### config.mk
export PLATFORM = sky130hd
export DESIGN_NAME = hpram_cmd_arbiter
export DESIGN_NICKNAME = d
export VERILOG_FILES = /design/src/rtl/hpram_cmd_arbiter.sv
export SDC_FILE = /design/constraint.sdc
export NUM_CORES = 1
export LEC_CHECK = 0
export BUFFER_PORTS_ARGS = -buffer_cell sky130_fd_sc_hd__buf_4
export CAP_MARGIN = 20
export CORE_ASPECT_RATIO = 0.9
export CORE_UTILIZATION = 30
export DETAILED_ROUTE_END_ITERATION = 10
export SETUP_SLACK_MARGIN = 0.3
export SLEW_MARGIN = 20
export SYNTH_ARGS = -nofsm -noshare
export SYNTH_HDL_FRONTEND = slang
export SYNTH_SLANG_ARGS = --single-unit
### constraint.sdc
create_clock -name I_clk -period 1.9 [get_ports I_clk]
set_input_delay 0.095 -clock I_clk [delete_from_list [all_inputs] [get_ports I_clk]]
set_output_delay 0.095 -clock I_clk [all_outputs]
set_load 0.005 [all_outputs]
### src/rtl/hpram_cmd_arbiter.sv
// Two-requester command arbiter for the HyperRAM user port.
// Round-robin grant, fixed-length bursts, read watchdog and post-transaction gap.
module hpram_cmd_arbiter #(
  parameter int AW       = 22,
  parameter int DW       = 32,
  parameter int WR_BEATS = 4,
  parameter int RD_BEATS = 4,
  parameter int TCMD_GAP = 2,
  parameter int TIMEOUT  = 255
) (
  input  logic            I_clk,
  input  logic            I_rst_n,
  input  logic            I_init_calib,
  input  logic            I_req0,
  input  logic            I_req1,
  input  logic            I_wr0,
  input  logic            I_wr1,
  input  logic [AW-1:0]   I_addr0,
  input  logic [AW-1:0]   I_addr1,
  input  logic [DW-1:0]   I_wr_data0,
  input  logic [DW-1:0]   I_wr_data1,
  output logic            O_gnt0,
  output logic            O_gnt1,
  output logic            O_wr_ack0,
  output logic            O_wr_ack1,
  output logic            O_rd_valid0,
  output logic            O_rd_valid1,
  output logic [DW-1:0]   O_rd_data,
  output logic            O_cmd,
  output logic            O_cmd_en,
  output logic [AW-1:0]   O_addr,
  output logic [DW-1:0]   O_wr_data,
  output logic [DW/8-1:0] O_data_mask,
  input  logic            I_rd_data_valid,
  input  logic [DW-1:0]   I_rd_data,
  output logic            O_busy,
  output logic [1:0]      O_err
);

  // state | meaning
  // IDLE  | waiting for calibration and a request
  // CMD   | command strobe and grant; first write beat
  // WDATA | remaining write beats
  // RWAIT | collecting read beats, watchdog running
  // GAP   | recovery idle cycles before next arbitration

  localparam int BMAX = (WR_BEATS > RD_BEATS) ? WR_BEATS : RD_BEATS;
  localparam int BW   = $clog2(BMAX + 1);
  localparam int TW   = $clog2(TIMEOUT + 1);
  localparam int GW   = (TCMD_GAP < 1) ? 1 : $clog2(TCMD_GAP + 1);

  localparam logic [BW-1:0] WR_LAST  = BW'(WR_BEATS - 1);
  localparam logic [BW-1:0] RD_LAST  = BW'(RD_BEATS - 1);
  localparam logic [TW-1:0] TMO_LAST = TW'(TIMEOUT - 1);
  localparam logic [GW-1:0] GAP_LOAD = GW'(TCMD_GAP);
  localparam logic [GW-1:0] GAP_ONE  = GW'(1);

  typedef enum logic [2:0] {IDLE, CMD, WDATA, RWAIT, GAP} state_t;

  state_t        state;
  logic          g;
  logic          ptr;
  logic          wr_ack;
  logic [BW-1:0] beat_cnt;
  logic [TW-1:0] tmo_cnt;
  logic [GW-1:0] gap_cnt;
  logic          any_req;
  logic          pick;

  assign any_req = I_req0 | I_req1;
  assign pick    = (I_req0 & I_req1) ? ptr : I_req1;

  // write data is consumed in the same cycle it is acknowledged
  assign O_wr_ack0   = wr_ack & ~g;
  assign O_wr_ack1   = wr_ack & g;
  assign O_wr_data   = wr_ack ? (g ? I_wr_data1 : I_wr_data0) : '0;
  assign O_data_mask = '0;
  assign O_busy      = (state != IDLE);

  always_ff @(posedge I_clk or negedge I_rst_n) begin
    if (!I_rst_n) begin
      state       <= IDLE;
      g           <= 1'b0;
      ptr         <= 1'b0;
      wr_ack      <= 1'b0;
      beat_cnt    <= '0;
      tmo_cnt     <= '0;
      gap_cnt     <= '0;
      O_gnt0      <= 1'b0;
      O_gnt1      <= 1'b0;
      O_cmd_en    <= 1'b0;
      O_cmd       <= 1'b0;
      O_addr      <= '0;
      O_rd_valid0 <= 1'b0;
      O_rd_valid1 <= 1'b0;
      O_rd_data   <= '0;
      O_err       <= 2'b00;
    end else begin
      O_gnt0      <= 1'b0;
      O_gnt1      <= 1'b0;
      O_cmd_en    <= 1'b0;
      O_rd_valid0 <= 1'b0;
      O_rd_valid1 <= 1'b0;

      if (I_rd_data_valid && state != RWAIT) O_err[1] <= 1'b1;

      case (state)
        IDLE: begin
          if (I_init_calib && any_req) begin
            g        <= pick;
            O_cmd    <= pick ? I_wr1 : I_wr0;
            O_addr   <= pick ? I_addr1 : I_addr0;
            wr_ack   <= pick ? I_wr1 : I_wr0;
            O_cmd_en <= 1'b1;
            O_gnt0   <= ~pick;
            O_gnt1   <= pick;
            state    <= CMD;
          end
        end

        CMD: begin
          tmo_cnt  <= '0;
          beat_cnt <= O_cmd ? BW'(1) : '0;
          if (!O_cmd) begin
            state <= RWAIT;
          end else if (WR_BEATS > 1) begin
            state <= WDATA;
          end else begin
            wr_ack <= 1'b0;
            if (TCMD_GAP == 0) begin
              state <= IDLE;
              ptr   <= ~g;
            end else begin
              state   <= GAP;
              gap_cnt <= GAP_LOAD;
            end
          end
        end

        WDATA: begin
          if (beat_cnt == WR_LAST) begin
            wr_ack <= 1'b0;
            if (TCMD_GAP == 0) begin
              state <= IDLE;
              ptr   <= ~g;
            end else begin
              state   <= GAP;
              gap_cnt <= GAP_LOAD;
            end
          end else begin
            beat_cnt <= beat_cnt + 1'b1;
          end
        end

        RWAIT: begin
          tmo_cnt <= tmo_cnt + 1'b1;
          if (I_rd_data_valid) begin
            O_rd_data   <= I_rd_data;
            O_rd_valid0 <= ~g;
            O_rd_valid1 <= g;
            beat_cnt    <= beat_cnt + 1'b1;
          end
          // a final beat landing on the watchdog limit still counts as a clean finish
          if ((I_rd_data_valid && beat_cnt == RD_LAST) || tmo_cnt == TMO_LAST) begin
            if (!(I_rd_data_valid && beat_cnt == RD_LAST)) O_err[0] <= 1'b1;
            if (TCMD_GAP == 0) begin
              state <= IDLE;
              ptr   <= ~g;
            end else begin
              state   <= GAP;
              gap_cnt <= GAP_LOAD;
            end
          end
        end

        GAP: begin
          if (gap_cnt == GAP_ONE) begin
            state <= IDLE;
            ptr   <= ~g;
          end else begin
            gap_cnt <= gap_cnt - 1'b1;
          end
        end

        default: state <= IDLE;
      endcase
    end
  end

endmodule
-- Word level (Yosys, flattened, before mapping)
Index checks and enable logic that the tools add are counted.
- word-level logic and storage cells: 93
- input bits: 148
- register bits: 81
- output and inout bits: 101
- equality and inequality tests: 15
- bitwise logic cells: 7
- reduce and logical (&&, ||, !) cells: 18
- add/subtract/negate cells: 3
- mux-type cells: 33
- operator list (operator ; count):
    $mux W32 ; 2
    $mux W22 ; 1
    $mux W3 ; 6
    $mux W1 ; 16
    $pmux W8 S2 ; 1
    $pmux W3 S5 ; 1
    $ne A2 B2 Y1 const B ; 7
    $eq A3 B2 Y1 const B ; 3
    $pmux W3 S3 ; 1
    $reduce_and A3 Y1 ; 3
    $reduce_bool A3 Y1 ; 3
    $add A8 B1 Y8 const B ; 1
    $eq A8 B8 Y1 const B ; 1
    $reduce_and A4 Y1 ; 2
    $mux W2 ; 3
    $pmux W2 S3 ; 1
    $reduce_and A2 Y1 ; 3
    $reduce_bool A2 Y1 ; 2
    $add A3 B1 Y3 const B ; 1
    $and A1 B1 Y1 ; 3
    $eq A3 B1 Y1 const B ; 1
    $eq A3 B3 Y1 const B ; 1
    $logic_and A1 B1 Y1 ; 3
    $logic_not A3 Y1 ; 1
    7 further kinds ; 9

-- Logic depth before layout (Yosys ltp)
- depth in word-level cells: 5
- gate-level depth with buffers: 8
- gate-level depth less buffers: 6

-- Least setup slack after synthesis
No wires, ideal clock.
- path type: register -> register
- start: register beat_cnt[0]
- end: register gap_cnt[1]
- data required time: 1757 ps
- clock period less this slack: 1518 ps
- slack: 382 ps
- library setup time: 143 ps
- data arrival time: 1375 ps
- path buffers: 0
- cell stages (with the launch flop): 7
- cell sequence: dfrtp_1 > ha_1 > ha_1 > nor4b_2 > a211oi_1 > o21ai_2 > o221ai_1
- word-level cells in the longest chain between the ends: 5
- elaborated cells between the ends (all ways): 6
- classes of those cells: eq/ne: 3; reduce/logical: 3
- ends and longest elaborated chain (element ; RTL line ; RTL):
    from (decl) ; 64 ; logic [BW-1:0] beat_cnt;
    from (signal assigned) ; 123 ; beat_cnt <= O_cmd ? BW'(1) : '0;
    from (signal assigned) ; 151 ; beat_cnt <= beat_cnt + 1'b1;
    from (signal assigned) ; 161 ; beat_cnt <= beat_cnt + 1'b1;
    $eq A3 B2 Y1 * ; 141, 164 ;
    $logic_and A1 B1 Y1 ; 164 ; if ((I_rd_data_valid && beat_cnt == RD_LAST) || tmo_cnt == TMO_LAST) begin
    $logic_or A1 B1 Y1 ; 164 ;
    $ne A2 B2 Y1 (no source line) ; -- ;
    $reduce_and A4 Y1 (no source line) * ; -- ;
    to (signal assigned) ; 181 ; gap_cnt <= gap_cnt - 1'b1;
    to (decl) ; 66 ; logic [GW-1:0] gap_cnt;
Mark *: on every way between the ends. The rest lies on a longest branch, timed or not.
A chain may end at the register's enable or synchronous reset.

-- Worst setup path in the final report
- start: register state[2]
- end: register wr_ack
- word-level cells in the longest chain between the ends: 3
- elaborated cells between the ends (all ways): 7
- classes of those cells: eq/ne: 3; mux: 1; reduce/logical: 3
- ends and longest elaborated chain (element ; RTL line ; RTL):
    from (decl) ; 60 ; state_t state;
    from (signal assigned) ; 82 ; state <= IDLE;
    from (signal assigned) ; 117 ; state <= CMD;
    from (signal assigned) ; 125 ; state <= RWAIT;
    $eq A3 B2 Y1 / $logic_not A3 Y1 (equally long branches) ; 107 ; case (state)
    $ne A2 B2 Y1 (no source line) / $reduce_bool A2 Y1 (equally long branches) ; -- ;
    $reduce_and A3 Y1 (no source line) ; -- ;
    to (signal assigned) ; 113 ; wr_ack <= pick ? I_wr1 : I_wr0;
    to (decl) ; 63 ; logic wr_ack;
Several ways; a longest one is shown, not always the timed one.

==> impl_metrics.yaml <==
sta:
  fmax_mhz: 623
  final.setup.tns_ns: 0
  slew_headroom_pct: 57.9
  setup_slack_ns: 0.295
  maxSlewViolCount: 0
  min_period_ns: 1.60
  rsz0062_at_grt: "true"
  setup_violations: 0
  skew_ns: 0.00654
  tightest_slew_ns: 0.625
  period_share_pct: 84.5
  hold_viol: 0
final_layout:
  antenna_cells: 0
  nNetsFinal: 804
  fin_cells: 817
  final_common_cell: "buf_4"
  syn2layout_area_growth_pct: 69.3
  final_cell_mix: "buf_4, dfrtp_1, mux2i_1"
  design_area_sq_mm: 0.00688
  drive_gt1_share_pct: 50.8
synth:
  synth_seq_cells: 81
  synthCells: 367
  netlist.area_leader.share_pct: 49.9
  synth_edf_count: 0
  seq_area_frac_synth_pct: 49.9
  avgSynthCellArea_sq_um: 11.1
  synth_area_leader_cell: "dfrtp_1"
  yosys_warnings: 0
  synthTopCellsByArea: "dfrtp_1, mux2i_1, mux2_2"
  synthArstFlopShare_pct: 100
  syn_area_sq_mm: 0.00407
  synth.distinct_cells: 46
  ys.flop_type: "dfrtp_1"
global_route:
  grt_max_degree: 42
  track_usage_pct: 18.2
  grt_pass1_vias: 3847
  overflow: 0
  antenna_found_initial: 0
  grt_pass1_wl_um: 19900
power:
  power.internal_uw: 6000
  powerDensity_mw_per_mm2: 1300
  power_frac_comb_pct: 47.7
  p_sw_share_pct: 33.1
  p_leak_uw: 0.00349
  vdd_ir_drop_max_uv: 682
  pwr-share-clk_pct: 20.1
  p_seq_share_pct: 32.1
  switchingPower_uw: 2970
min_path:
  hold_start: "I_rd_data[10]"
  hp-class: "input port to register"
  hold-path-cell-count: 2
critical_path:
  r2r_cells: 4
  crit_fanout: 6
  start_kind: "register"
  r2r-start: "state[2]$_DFFE_PN0P_"
  required_ns: 2.08
  critPathArrivalTime_ns: 1.78
  crit_type: "register to register"
  worstSetupStartpoint: "state[2]$_DFFE_PN0P_"
  cp-end-kind: "register"
detailed_routing:
  wire_per_inst_um: 16.4
  via_count: 3765
  avgViaCountPerCell: 4.61
  firstDrtPassIters: 4
  drc: 0
  wl_um: 13400
  ant_nets: 0
  initialDrtViolationCount: 99
clocking:
  path_clk_slew_ns: 0.06
  clk_latency_ns: 0.33
  htreeDepth: 3
  cts_inserted_buffers: 9
  ctsLongestPathBuffers: 2
  root_buffer: "clkbuf_16"
  cts_sinks: 81
  cts_tree: "yes"
placed_design:
  gp_routability_congestion: 0.823
  portBuffers: 244
  dp_cells: 761
  pre_cts_ws_ns: 0.157
  placedInstanceArea_sq_mm: 0.00608
  hpwl_um: 9790
floorplanning:
  die_w_um: 125
  start_util_pct: 31.4
  top_level_ports: 249
  dieArea_sq_mm: 0.0140
  core_sq_mm: 0.0129
  num_rows: 39
  die_h_um: 112
run_status:
  status: "finished clean"
run:
  drv_cap: 0
[power groups by stage]
stage                     clock (uW)  combinational, uW  sequential (uW)
final                           1810               4280             2880
after global placement             0               3860             2880
after global routing            1930               4640             2960
after floorplan                    0               1940             2850
after detailed placement           0               3950             2910
after CTS                       1850               4090             2910
[final cells by class]
class                      count  area, sq um
sequential                    81         2030
fill                        1149         6050
multi-input combinational    254         1910
tap                          164          205
inverter                       9         33.8
clock buffer                  10          239
clock inverter                 3         67.6
timing repair buffer         296         2400
[flip-flops by register name, indices dropped and copies added (netlist names), 2 cells and up]
name	count
O_addr	22
O_err	2
O_rd_data	32
beat_cnt	3
gap_cnt	2
state	3
tmo_cnt	8
[cells in the mapped netlist (2+ instances only)]
library cell	number
dfrtp_1	81
mux2i_1	55
nor2_1	43
nand2_1	36
mux2_2	32
o21ai_1	20
o21ai_0	13
buf_2	12
buf_6	6
inv_1	6
buf_4	5
ha_1	5
a21o_1	4
nand3_1	4
clkbuf_1	3
xor2_1	3
a211oi_1	2
inv_2	2
nand2b_1	2
nor4b_2	2
o21a_1	2
o21ai_2	2
o22ai_1	2
o31ai_1	2
xnor2_1	2
[worst paths after layout]
path	slack [ns]	to
max	0.30	wr_ack$_DFFE_PN0P_
min	0.006	O_rd_data[10]$_DFFE_PN0P_
max reg2reg	0.30	wr_ack$_DFFE_PN0P_
min reg2reg	0.45	O_err[1]$_DFFE_PN0P_
max in group asynchronous	0.98	O_rd_data[31]$_DFFE_PN0P_
min in group asynchronous	0.28	O_rd_data[12]$_DFFE_PN0P_
[critical path, stage by stage, from the launching register on]
cell       delay [ns]
dfrtp_2          0.48
clkbuf_2         0.18
buf_4            0.15
a2111oi_1        0.48
o22ai_1          0.16
[timing repair]
action	4_1_cts	5_1_grt
hold buffers	29	2
gates cloned	0	2
endpoints found under the hold margin	68	2
buffers inserted	2	8
setup endpoints to repair	42	91
resized for setup	10	4
pin swaps	5	2
[cell families (layout without fill, tap and decap cells)]
group	after synthesis	count (layout)	synth area share, %
and+or+nand+nor	98	98	11.6
muxes	87	87	22.4
DFF	81	81	49.9
AOI/OAI and AO/OA	55	55	8.22
buffers and inverters	35	318	5.17
adders and majority gates	5	5	1.54
xor gates and xnor gates	5	5	1.08
other	1	4	0.0922
[routing by layer]
metal,track usage [%],wire [um]
met1,18.7,5020
met2,34.7,7080
met3,5.77,1040
met4,5.86,246
met5,0,0
[stage by stage]
stage | util (%) | hold WS (ns) | total power (uW)
after floorplan | - | -0.201 | 4790
after global placement | 47.0 | 0.103 | 6740
after detailed placement | 47.0 | 0.115 | 6860
after CTS | 52.1 | 0.00140 | 8850
after global routing | 53.2 | 0.00260 | 9530
final | 53.2 | 0.00602 | 8980
No activity file was read; power rests on OpenSTA's default activity.
